==> src/rtl/seven_seg_pkg.sv <==
// rtl/seven_seg_pkg.sv - shared constants and hex segment table for the seven-segment scanner
package seven_seg_pkg;

    localparam int SEG_WIDTH = 7;

    // Bit positions within a {g,f,e,d,c,b,a} segment word
    localparam int SEG_A = 0;
    localparam int SEG_B = 1;
    localparam int SEG_C = 2;
    localparam int SEG_D = 3;
    localparam int SEG_E = 4;
    localparam int SEG_F = 5;
    localparam int SEG_G = 6;

    // Active-high segment patterns, entry 15 (F) first so index n selects hex digit n
    localparam logic [15:0][SEG_WIDTH-1:0] HEX_SEG_TABLE = {
        7'h71, 7'h79, 7'h5E, 7'h39, 7'h7C, 7'h77, 7'h6F, 7'h7F,
        7'h07, 7'h7D, 7'h6D, 7'h66, 7'h4F, 7'h5B, 7'h06, 7'h3F
    };

    function automatic logic [SEG_WIDTH-1:0] hex_to_seg(input logic [3:0] value);
        return HEX_SEG_TABLE[value];
    endfunction

endpackage

==> src/rtl/seven_segment_decoder.sv <==
// rtl/seven_segment_decoder.sv - combinational hex digit to active-high segment decoder with blank
module seven_segment_decoder
    import seven_seg_pkg::*;
(
    input  logic [3:0]           value,
    input  logic                 blank,
    output logic [SEG_WIDTH-1:0] segments
);

    // A blanked digit lights nothing; otherwise look up the hex pattern
    always_comb begin
        segments = '0;
        if (!blank) begin
            segments = hex_to_seg(value);
        end
    end

endmodule

==> src/rtl/seven_segment_scanner.sv <==
// rtl/seven_segment_scanner.sv - frame-snapshot, time-multiplexed common-anode display scanner
module seven_segment_scanner
    import seven_seg_pkg::*;
#(
    parameter int NUM_DIGITS          = 4,
    parameter int REFRESH_DIV         = 100000,
    parameter int GUARD_CYCLES        = 100,
    parameter int ANODE_ACTIVE_LOW    = 1,
    parameter int SEG_ACTIVE_LOW      = 1,
    parameter int BLANK_LEADING_ZEROS = 1
) (
    input  logic                    clk,
    input  logic                    rst,
    input  logic                    enable,
    input  logic [4*NUM_DIGITS-1:0] digits_in,
    input  logic [NUM_DIGITS-1:0]   dp_in,
    output logic [NUM_DIGITS-1:0]   anode_out,
    output logic [SEG_WIDTH-1:0]    segment_out,
    output logic                    dp_out,
    output logic                    frame_tick
);

    localparam int PW = (REFRESH_DIV > 1) ? $clog2(REFRESH_DIV) : 1;
    localparam int IW = (NUM_DIGITS > 1) ? $clog2(NUM_DIGITS) : 1;
    localparam logic [PW-1:0] PRE_MAX   = PW'(REFRESH_DIV - 1);
    localparam logic [PW-1:0] GUARD_VAL = PW'(GUARD_CYCLES);
    localparam logic [IW-1:0] IDX_MAX   = IW'(NUM_DIGITS - 1);

    // Inactive levels of the physical pins
    localparam logic [NUM_DIGITS-1:0] ANODE_OFF = (ANODE_ACTIVE_LOW != 0) ? '1 : '0;
    localparam logic [SEG_WIDTH-1:0]  SEG_OFF   = (SEG_ACTIVE_LOW != 0) ? '1 : '0;
    localparam logic                  DP_OFF    = (SEG_ACTIVE_LOW != 0);

    logic [PW-1:0]                 prescaler_q, prescaler_d;
    logic [IW-1:0]                 index_q, index_d;
    logic [NUM_DIGITS-1:0][3:0]    snap_digits_q, snap_digits_d;
    logic [NUM_DIGITS-1:0]         snap_dp_q, snap_dp_d;
    logic                          primed_q, primed_d;
    logic                          frame_tick_q, frame_tick_d;
    logic [NUM_DIGITS-1:0]         anode_q, anode_d;
    logic [SEG_WIDTH-1:0]          seg_q, seg_d;
    logic                          dp_q, dp_d;

    logic                          snap_load;
    logic [NUM_DIGITS-1:0]         blank_mask;
    logic [SEG_WIDTH-1:0]          seg_raw;

    // Slot timing and frame snapshot: counters advance only while enabled,
    // and the snapshot is taken on priming or when the last slot wraps
    always_comb begin
        logic pre_wrap;
        logic idx_wrap;
        pre_wrap      = (prescaler_q == PRE_MAX);
        idx_wrap      = pre_wrap && (index_q == IDX_MAX);
        snap_load     = enable && (!primed_q || idx_wrap);
        prescaler_d   = prescaler_q;
        index_d       = index_q;
        snap_digits_d = snap_digits_q;
        snap_dp_d     = snap_dp_q;
        primed_d      = primed_q | enable;
        frame_tick_d  = snap_load;
        if (enable) begin
            prescaler_d = pre_wrap ? '0 : prescaler_q + 1'b1;
            if (pre_wrap) begin
                index_d = idx_wrap ? '0 : index_q + 1'b1;
            end
        end
        if (snap_load) begin
            snap_digits_d = digits_in;
            snap_dp_d     = dp_in;
        end
    end

    // Leading-zero mask: a digit blanks when it and everything above it is zero with no dp
    always_comb begin
        logic zero_run;
        zero_run   = 1'b1;
        blank_mask = '0;
        for (int i = NUM_DIGITS - 1; i >= 0; i--) begin
            zero_run      = zero_run && (snap_digits_q[i] == 4'd0) && !snap_dp_q[i];
            blank_mask[i] = (BLANK_LEADING_ZEROS != 0) && (i > 0) && zero_run;
        end
    end

    seven_segment_decoder u_decoder (
        .value    (snap_digits_q[index_q]),
        .blank    (blank_mask[index_q]),
        .segments (seg_raw)
    );

    // Drive pins for the current slot, dark during the guard window or while disabled
    always_comb begin
        logic show;
        show    = enable && (prescaler_q >= GUARD_VAL);
        anode_d = ANODE_OFF;
        seg_d   = SEG_OFF;
        dp_d    = DP_OFF;
        if (show) begin
            anode_d[index_q] = ~ANODE_OFF[0];
            seg_d            = (SEG_ACTIVE_LOW != 0) ? ~seg_raw : seg_raw;
            dp_d             = (snap_dp_q[index_q] && !blank_mask[index_q]) ^ DP_OFF;
        end
    end

    // State and output registers
    always_ff @(posedge clk or negedge rst) begin
        if (!rst) begin
            prescaler_q   <= '0;
            index_q       <= '0;
            snap_digits_q <= '0;
            snap_dp_q     <= '0;
            primed_q      <= 1'b0;
            frame_tick_q  <= 1'b0;
            anode_q       <= ANODE_OFF;
            seg_q         <= SEG_OFF;
            dp_q          <= DP_OFF;
        end else begin
            prescaler_q   <= prescaler_d;
            index_q       <= index_d;
            snap_digits_q <= snap_digits_d;
            snap_dp_q     <= snap_dp_d;
            primed_q      <= primed_d;
            frame_tick_q  <= frame_tick_d;
            anode_q       <= anode_d;
            seg_q         <= seg_d;
            dp_q          <= dp_d;
        end
    end

    assign anode_out   = anode_q;
    assign segment_out = seg_q;
    assign dp_out      = dp_q;
    assign frame_tick  = frame_tick_q;

endmodule

==> config.mk <==
export PLATFORM = sky130hd
export DESIGN_NAME = seven_segment_scanner
export DESIGN_NICKNAME = d
export VERILOG_FILES = /design/src/rtl/seven_seg_pkg.sv /design/src/rtl/seven_segment_decoder.sv /design/src/rtl/seven_segment_scanner.sv
export SDC_FILE = /design/constraint.sdc
export NUM_CORES = 1
export LEC_CHECK = 0
export ABC_AREA = 1
export BUFFER_PORTS_ARGS = -buffer_cell sky130_fd_sc_hd__buf_2
export CAP_MARGIN = 0
export CORE_ASPECT_RATIO = 0.6
export CORE_MARGIN = 1
export CORE_UTILIZATION = 35
export CTS_CLUSTER_SIZE = 20
export DETAILED_ROUTE_END_ITERATION = 8
export HOLD_SLACK_MARGIN = 0.05
export PLACE_DENSITY = 0.53
export SYNTH_ARGS = -nofsm -noshare
export SYNTH_HDL_FRONTEND = slang
export SYNTH_SLANG_ARGS = --single-unit
==> constraint.sdc <==
create_clock -name clk -period 2.6 [get_ports clk]
set_input_delay 0.26 -clock clk [delete_from_list [all_inputs] [get_ports clk]]
set_output_delay 0.26 -clock clk [all_outputs]
set_load 0.01 [all_outputs]
==> results of run 1 <==
==> per-layer routing <==
layer	GRT usage [%]	vias to the layer above	part of all wire (%)
met5	0	-	0
met4	4.12	0	0.37
met3	4.04	2	7.0
met2	21.6	86	34
met1	30.8	1116	59
li1	-	1298	-
==> power by group through the flow <==
| stage | Clock [uW] | Combinational, uW | Sequential [uW] |
|---|---|---|---|
| after global placement | 0 | 458 | 1070 |
| after detailed placement | 0 | 460 | 1070 |
| after floorplan | 0 | 332 | 1050 |
| after global routing | 698 | 544 | 1080 |
| after CTS | 668 | 462 | 1060 |
| final | 640 | 460 | 1060 |
==> cells by family after synthesis <==
logic type,after synthesis,synth area share [%]
xor gates and xnor gates,3,0.881
DFF,53,45.0
buffers and inverters,55,8.64
AOI/OAI and AO/OA,25,4.28
adders and majority gates,12,5.03
and+or+nand+nor,239,36.2
==> how the worst max path moves through the flow <==
stage | startpoint | to | slack [ns] | cells past startpoint
floorplan | index_q[0] | segment_out[3] | 1.04 | 10
global placement | index_q[0] | segment_out[3] | 0.73 | 10
detailed placement | index_q[0] | segment_out[3] | 0.61 | 10
CTS | index_q[0] | segment_out[3] | 0.60 | 10
global route | index_q[0] | segment_out[5] | 0.36 | 10
finish | index_q[0] | segment_out[3] | 0.56 | 10
==> synth_stat cells, drive strengths merged <==
cell type | number | area [sq um]
buf | 8 | 80.1
nand3 | 58 | 310
dfstp | 12 | 315
nand4 | 5 | 31.3
nor3 | 9 | 45.0
nand3b | 1 | 7.51
xor2 | 2 | 17.5
dfrtp | 41 | 1030
xnor2 | 1 | 8.76
ha | 12 | 150
a21oi | 9 | 45.0
or2 | 4 | 25.0
clkinv | 1 | 5.00
a31oi | 2 | 12.5
inv | 43 | 161
nand2 | 123 | 494
nor4 | 1 | 6.26
nor2 | 38 | 160
o21ai | 14 | 70.1
clkbuf | 3 | 11.3
==> stage by stage <==
stage | std cells | setup WS (ns) | utilization [%] | cell area (sq um)
floorplan | 387 | 1.04 | - | 2980
global placement | 522 | 0.727 | 40.0 | 3220
detailed placement | 522 | 0.615 | 40.0 | 3220
CTS | 530 | 0.595 | 41.7 | 3360
global route | 530 | 0.362 | 41.7 | 3360
finish | 530 | 0.561 | 41.7 | 3360
==> sequential cells by signal, summed over array words and instances, names as in the netlist <==
signal,count
index_q,2
dp_out,1
prescaler_q,17
snap_digits_q,16
anode_out,4
segment_out,7
snap_dp_q,4
frame_tick,1
primed_q,1
==> area by class of cell <==
class                      instances  area, sq um  share of cell area, %
clock buffer                       6          129                   3.83
clock inverter                     2         10.0                  0.298
inverter                          44          166                   4.95
multi-input combinational        279         1380                   41.1
sequential                        53         1340                   39.9
tap                              108          135                   4.02
timing repair buffer              38          198                   5.88
==> results.md, run 1 <==
* Synthesized Nets at 422
* Max Clk Rate at 490 MHz
* Sequential share of power at 49.0%
* Antenna violations before repair at 0
* Hold Slack at 0.131 ns
* Crit path max-delay family: flip-flops
* Comb pwr share at 21.3%
* Sw frac at between 30 and 40%
* Chip Height at ~74 um
* Status: completed
* Largest net degree at the start of global routing at 45
* Flop2flop setup slack at 0.56 ns
* Drt drc at 0
* Internal power at between 1000 and 1500 uW
* Fillers at between 800 and 900
* Die X at 121 um
* Worst Setup Start Kind: register
* Via count at between 2,000 and 3,000
* Rows at 25
* Post-synthesis cell count at just under 400
* Diode count at 0
* Slowest-stage cell, CP: dfrtp_1
* Min cycle time layout at slightly above 2 ns
* R2R depth at 10
* Clock Power Share at 29.7%
* Total power at 2160 uW
* Gr usage total at 18.1%
* Crit path kind: register to register
* HP Class: input pin to asynchronous set/reset pin
* Distinct cells, synth at 30
* CTS hold repair buffers at 0
* Crit Path Max Fanout at 16
* Setup bufs post-CTS at 0
* Critical Path RT at 2.80 ns
* Final hold violation count at 0
* Mapped Avg Cell Area at 7.71 sq um
* CP Capture Type: register
* Period utilization at about four fifths
* Worst-path cell chain: inv_2 > nand2_1 > nand3_1 > nand2_1 > inv_1 > ha_1 > nand2_1 > o21ai_0 > nand2_1 > nand3_1
* Clock-pin slew on the worst setup and hold paths at 0.07 ns
* Power Dens Cells at 642 mW/mm^2
* Area growth syn-to-layout at 12.8%
* Worst path most repeated cell: nand2_1
* Count of input and output buffers at 35
* CTS H-tree depth at 2
* Clock Latency Late Sink at 0.29 ns
* Commonest non-fill, non-tap cells in the layout: nand2_1, nand3_1, dfrtp_1, inv_1
* GRT Residual Overflow at 0
* Largest stage delay, worst path at approximately 0.65 ns
* Worst clock skew at 0.00649 ns
* Share of layout cells above drive strength 1 at 18.2%
* Peak VDD IR at 0.000255 V
* Seq/Total Area, Yosys at 45.0%
* Vias per cell at around 4.7
* Max_slew headroom at 33.3%
* Boundary Pins at 36
* Initial DRC Count at 200
* Synth Warn # at 0
* Worst r2r src: index_q[0]
* DIE AREA at between 0.008 and 0.009 sq mm
* Avg WL per Cell at 13.6 um
* Worst Tran Pin Value at around 1.0 ns
* Starting Density at roughly 37%
* Setup_tns at 0 ns
* Nets at 456
* Routed Antenna Nets at 0
* Max Slew Vio Count at 0
* Synthesis-stage register bit count at 53
* Final setup fails at 0
* TritonRoute pass-1 iters at 5
* Post-CTS sizing at 0
* WP buf/inv at 2
* Commonest non-fill, non-tap cell in the layout: nand2_1
* Max Cap Violations at 0
* Global-route wire length before repair at 12,100 um
* GP Congestion at roughly 0.84
* CTS max path bufs at 2
* Routed WL at 7230 um
* Sw Pwr at slightly below 700 uW
* R2R Path End: segment_out[3]
* Leakage power at 0.00179 uW
* Clk root buf: clkbuf_16
* Worst EP arrival at roughly 2.2 ns
* TritonCTS Buffers at 5
* Synth Cell Area at 0.00298 sq mm
* RSZ-0062 raised after global routing: false
* Vias in the first global route at 2,305
* Core ar. at 0.00807 sq mm
* # clock sinks at 53
* Detailed-placement wirelength estimate at 5470 um
* TritonCTS clock tree: built
Power figures use the tool's default switching activity.
==> inputs of run 2 (changes only) <==
- ABC_AREA: 1 -> 0
- clock period: 2.6 -> 2.1 ns (I/O delays scaled with it)
==> run 2 against run 1 <==
Core utilization is 3.2 points higher. Synthesized area is 5.2% lower. Maximum frequency is 4.8% higher. Sequential power is 9% higher. Total power is 6.8% higher. Critical endpoint is now segment_out[0]. Sequential share of layout area is 0.18 points lower. Cell count is 25% lower. Via count is 23% lower. Final area is 0.56% higher.
==> results.md, run 2 <==
* Synthesis-stage register bit count at 53 (unchanged)
* Worst Tran Pin Value at 0.542 ns (-0.458 ns)
* Final setup fails at 0 (unchanged)
* Async S/R FF share, synth at 100% (unchanged)
* GRT Residual Overflow at 0 (unchanged)
* Number of enable flip-flop cells after synthesis at 0 (unchanged)
* TritonRoute pass-1 iters at 4 (-1)
* Max Clk Rate at 514 MHz (+4.8%)
* Peak VDD IR at 0.000295 V (+16%)
* HP Class: input pin to register
* Max reg flops at 17 (unchanged)
* Worst clock skew at 0.00541 ns (-0.00108 ns)
* Gr usage total at 15.2% (-2.9 points)
* Rows at 24 (-4.0%)
* Most frequent cell after synthesis: dfrtp_1
* Post-synth top cells: dfrtp_1, nor2_1, mux2_4, nand2_1, inv_1
* # clock sinks at 53 (unchanged)
* GP Congestion at 0.793 (-5.5%)
* Max Cap Violations at 0 (unchanged)
* Crit Path Max Fanout at 7 (-9)
* Slowest-stage cell, CP: mux4_2
* Synthesized Nets at 280 (-34%)
* Vias per cell at 4.85 (+2.8%)
* Largest stage delay, worst path at 0.54 ns (-0.11 ns)
* Initial DRC Count at 108 (-46%)
* Synth Warn # at 0 (unchanged)
* Largest net degree at the start of global routing at 25 (-44%)
* Commonest non-fill, non-tap cell in the layout: dfrtp_1
* Crit path kind: register to register
* Clock-pin slew on the worst setup and hold paths at 0.07 ns (about the same)
* Starting Density at 37.5% (+0.56 points)
* Detailed-placement wirelength estimate at 4460 um (-18%)
* Synth Cell Area at 0.00283 sq mm (-5.2%)
* Synth area leaders: dfrtp_1, dfstp_2, mux2_4
* Critical Path RT at 2.31 ns (-0.49 ns)
* Commonest non-fill, non-tap cells in the layout: dfrtp_1, buf_2, nor2_1, nand2_1, mux2_4
* Min cycle time layout at 1.95 ns (-0.0943 ns)
* Routed Antenna Nets at 0 (unchanged)
* Worst Setup Start Kind: register
* Drt drc at 0 (unchanged)
* Diode count at 0 (unchanged)
* Hold Slack at 0.145 ns (+0.0145 ns)
* Worst EP arrival at 2.15 ns (-0.09 ns)
* Biggest register: prescaler_q
* Ys flop type: dfrtp_1
* DIE AREA at 0.00845 sq mm (-5.1%)
* Share of layout cells above drive strength 1 at 34.7% (+16 points)
* Worst-path cell chain: mux4_2 > inv_1 > ha_1 > nor2_1 > a22oi_1 > nand4_1 > o21ai_0
* Chip Height at 71.6 um (-2.6%)
* Distinct cells, synth at 47 (+57%)
* Leakage power at 0.00157 uW (-12%)
* Vias in the first global route at 1,750 (-24%)
* Avg WL per Cell at 14.9 um (+9.0%)
* Status: completed
* Global-route wire length before repair at 9680 um (-20%)
* TritonCTS Buffers at 5 (unchanged)
* Area growth syn-to-layout at 19.6%
* Max_slew headroom at 63.8% (+31 points)
* TritonCTS clock tree: built
* Die X at 118 um (-2.6%)
* Setup_tns at 0 ns (unchanged)
* Seq/Total Area, Yosys at 47.4% (+2.5 points)
* Routed WL at 5920 um (-18%)
* Core ar. at 0.00754 sq mm (-6.6%)
* Via count at 1,932 (-23%)
* Nets at 328 (-28%)
* Boundary Pins at 36 (unchanged)
* Period utilization at 92.6% (+14 points)
* RSZ-0062 raised after global routing: false
* Count of input and output buffers at 35 (unchanged)
* CP Capture Type: register
* Largest area contributor in the netlist: dfrtp_1
* Clk root buf: clkbuf_16
* Antenna violations before repair at 0 (unchanged)
* Clock Latency Late Sink at 0.29 ns (about the same)
* Max Slew Vio Count at 0 (unchanged)
* Power Dens Cells at 682 mW/mm^2 (+6.2%)
* CTS H-tree depth at 2 (unchanged)
* Post-synthesis cell count at 245 (-37%)
* Mapped Avg Cell Area at 11.5 sq um (+50%)
* Final hold violation count at 0 (unchanged)
* CTS max path bufs at 2 (unchanged)
* Synth top area share at 36.3% (+1.9 points)
-- run 2: cell count changes in the layout (fill, tap and decap cells not counted), sizes merged, moves of 7 or more --
cell	previous run	this run
nand2	123	20
nand3	58	11
inv	43	14
mux2	0	23
nor2	38	21
buf	38	48
xnor2	1	11
a21oi	9	2
-- run 2: cell type report --
cell class / count / area, sq um
inverter: 14 / 52.6
clock inverter: 2 / 37.5
timing repair buffer: 49 / 299
multi-input combinational: 170 / 1380
tap: 104 / 130
fill: 711 / 4160
clock buffer: 6 / 139
sequential: 53 / 1340
-- run 2: path summary, 6_finish.rpt --
| path | start | slack (ns) | endpoint | cells past startpoint |
|---|---|---|---|---|
| hold / removal | digits_in[3] | 0.15 | snap_digits_q[3] | 2 |
| hold reg to reg | primed_q | 0.46 | primed_q | 2 |
| setup / recovery | index_q[0] | 0.16 | segment_out[0] | 7 |
| setup reg to reg | index_q[0] | 0.16 | segment_out[0] | 7 |
| max in group asynchronous | rst | 0.97 | segment_out[3] | 3 |
| min in group asynchronous | rst | 0.44 | snap_dp_q[1] | 2 |
-- run 2: worst max-delay path, delay by kind of cell (launching register included) --
kind                       cells  cell delay [ns]
muxes                          1             0.54
buffers and inverters          1             0.13
adders and majority gates      1             0.31
AOI/OAI and AO/OA              2             0.30
DFF                            1             0.40
and+or+nand+nor                2             0.18
-- run 2: cell families (layout without fill, tap and decap cells) --
logic type      after synthesis  after routing  synth area share (%)
compound gates               26             26                  6.77
flops                        53             53                  47.4
xor+xnor                     14             14                  4.34
buf+inv                      22             71                  3.72
mux                          31             31                  16.3
simple gates                 87             87                  16.2
fa+ha+maj                    12             12                  5.31
-- run 2: repair_timing --
item	4_1_cts	5_1_grt
hold endpoints to repair	22	0
endpoints found under the setup margin	0	2
hold buffers	1	0
setup buffers	0	1
resized for setup	0	2
-- run 2: per-stage QoR --
step,total power (uW),std cells,util [%],area [sq um],setup slack [ns]
5_1_grt,2410,398,44.9,3380,0.0252
4_1_cts,2320,397,44.7,3370,0.141
3_5_place_dp,1360,388,42.2,3180,0.149
3_3_place_gp,1350,388,42.2,3180,0.178
6_report,2310,398,44.9,3380,0.155
2_1_floorplan,1250,245,-,2830,0.125
-- run 2: power by group --
group | internal, uW | switching (uW)
registers | 1080 | 73.5
logic | 83.1 | 102
clock network | 595 | 368
total | 1760 | 544
-- run 2: routing by layer --
metal	share of wire, %	vias to the layer above	wire [um]	global-route usage (%)
met4	0.64	0	38	3.42
met5	0	-	0	0
li1	-	969	-	-
met1	62	910	3640	26.2
met2	34	48	2000	17.1
met3	4.0	5	236	4.30
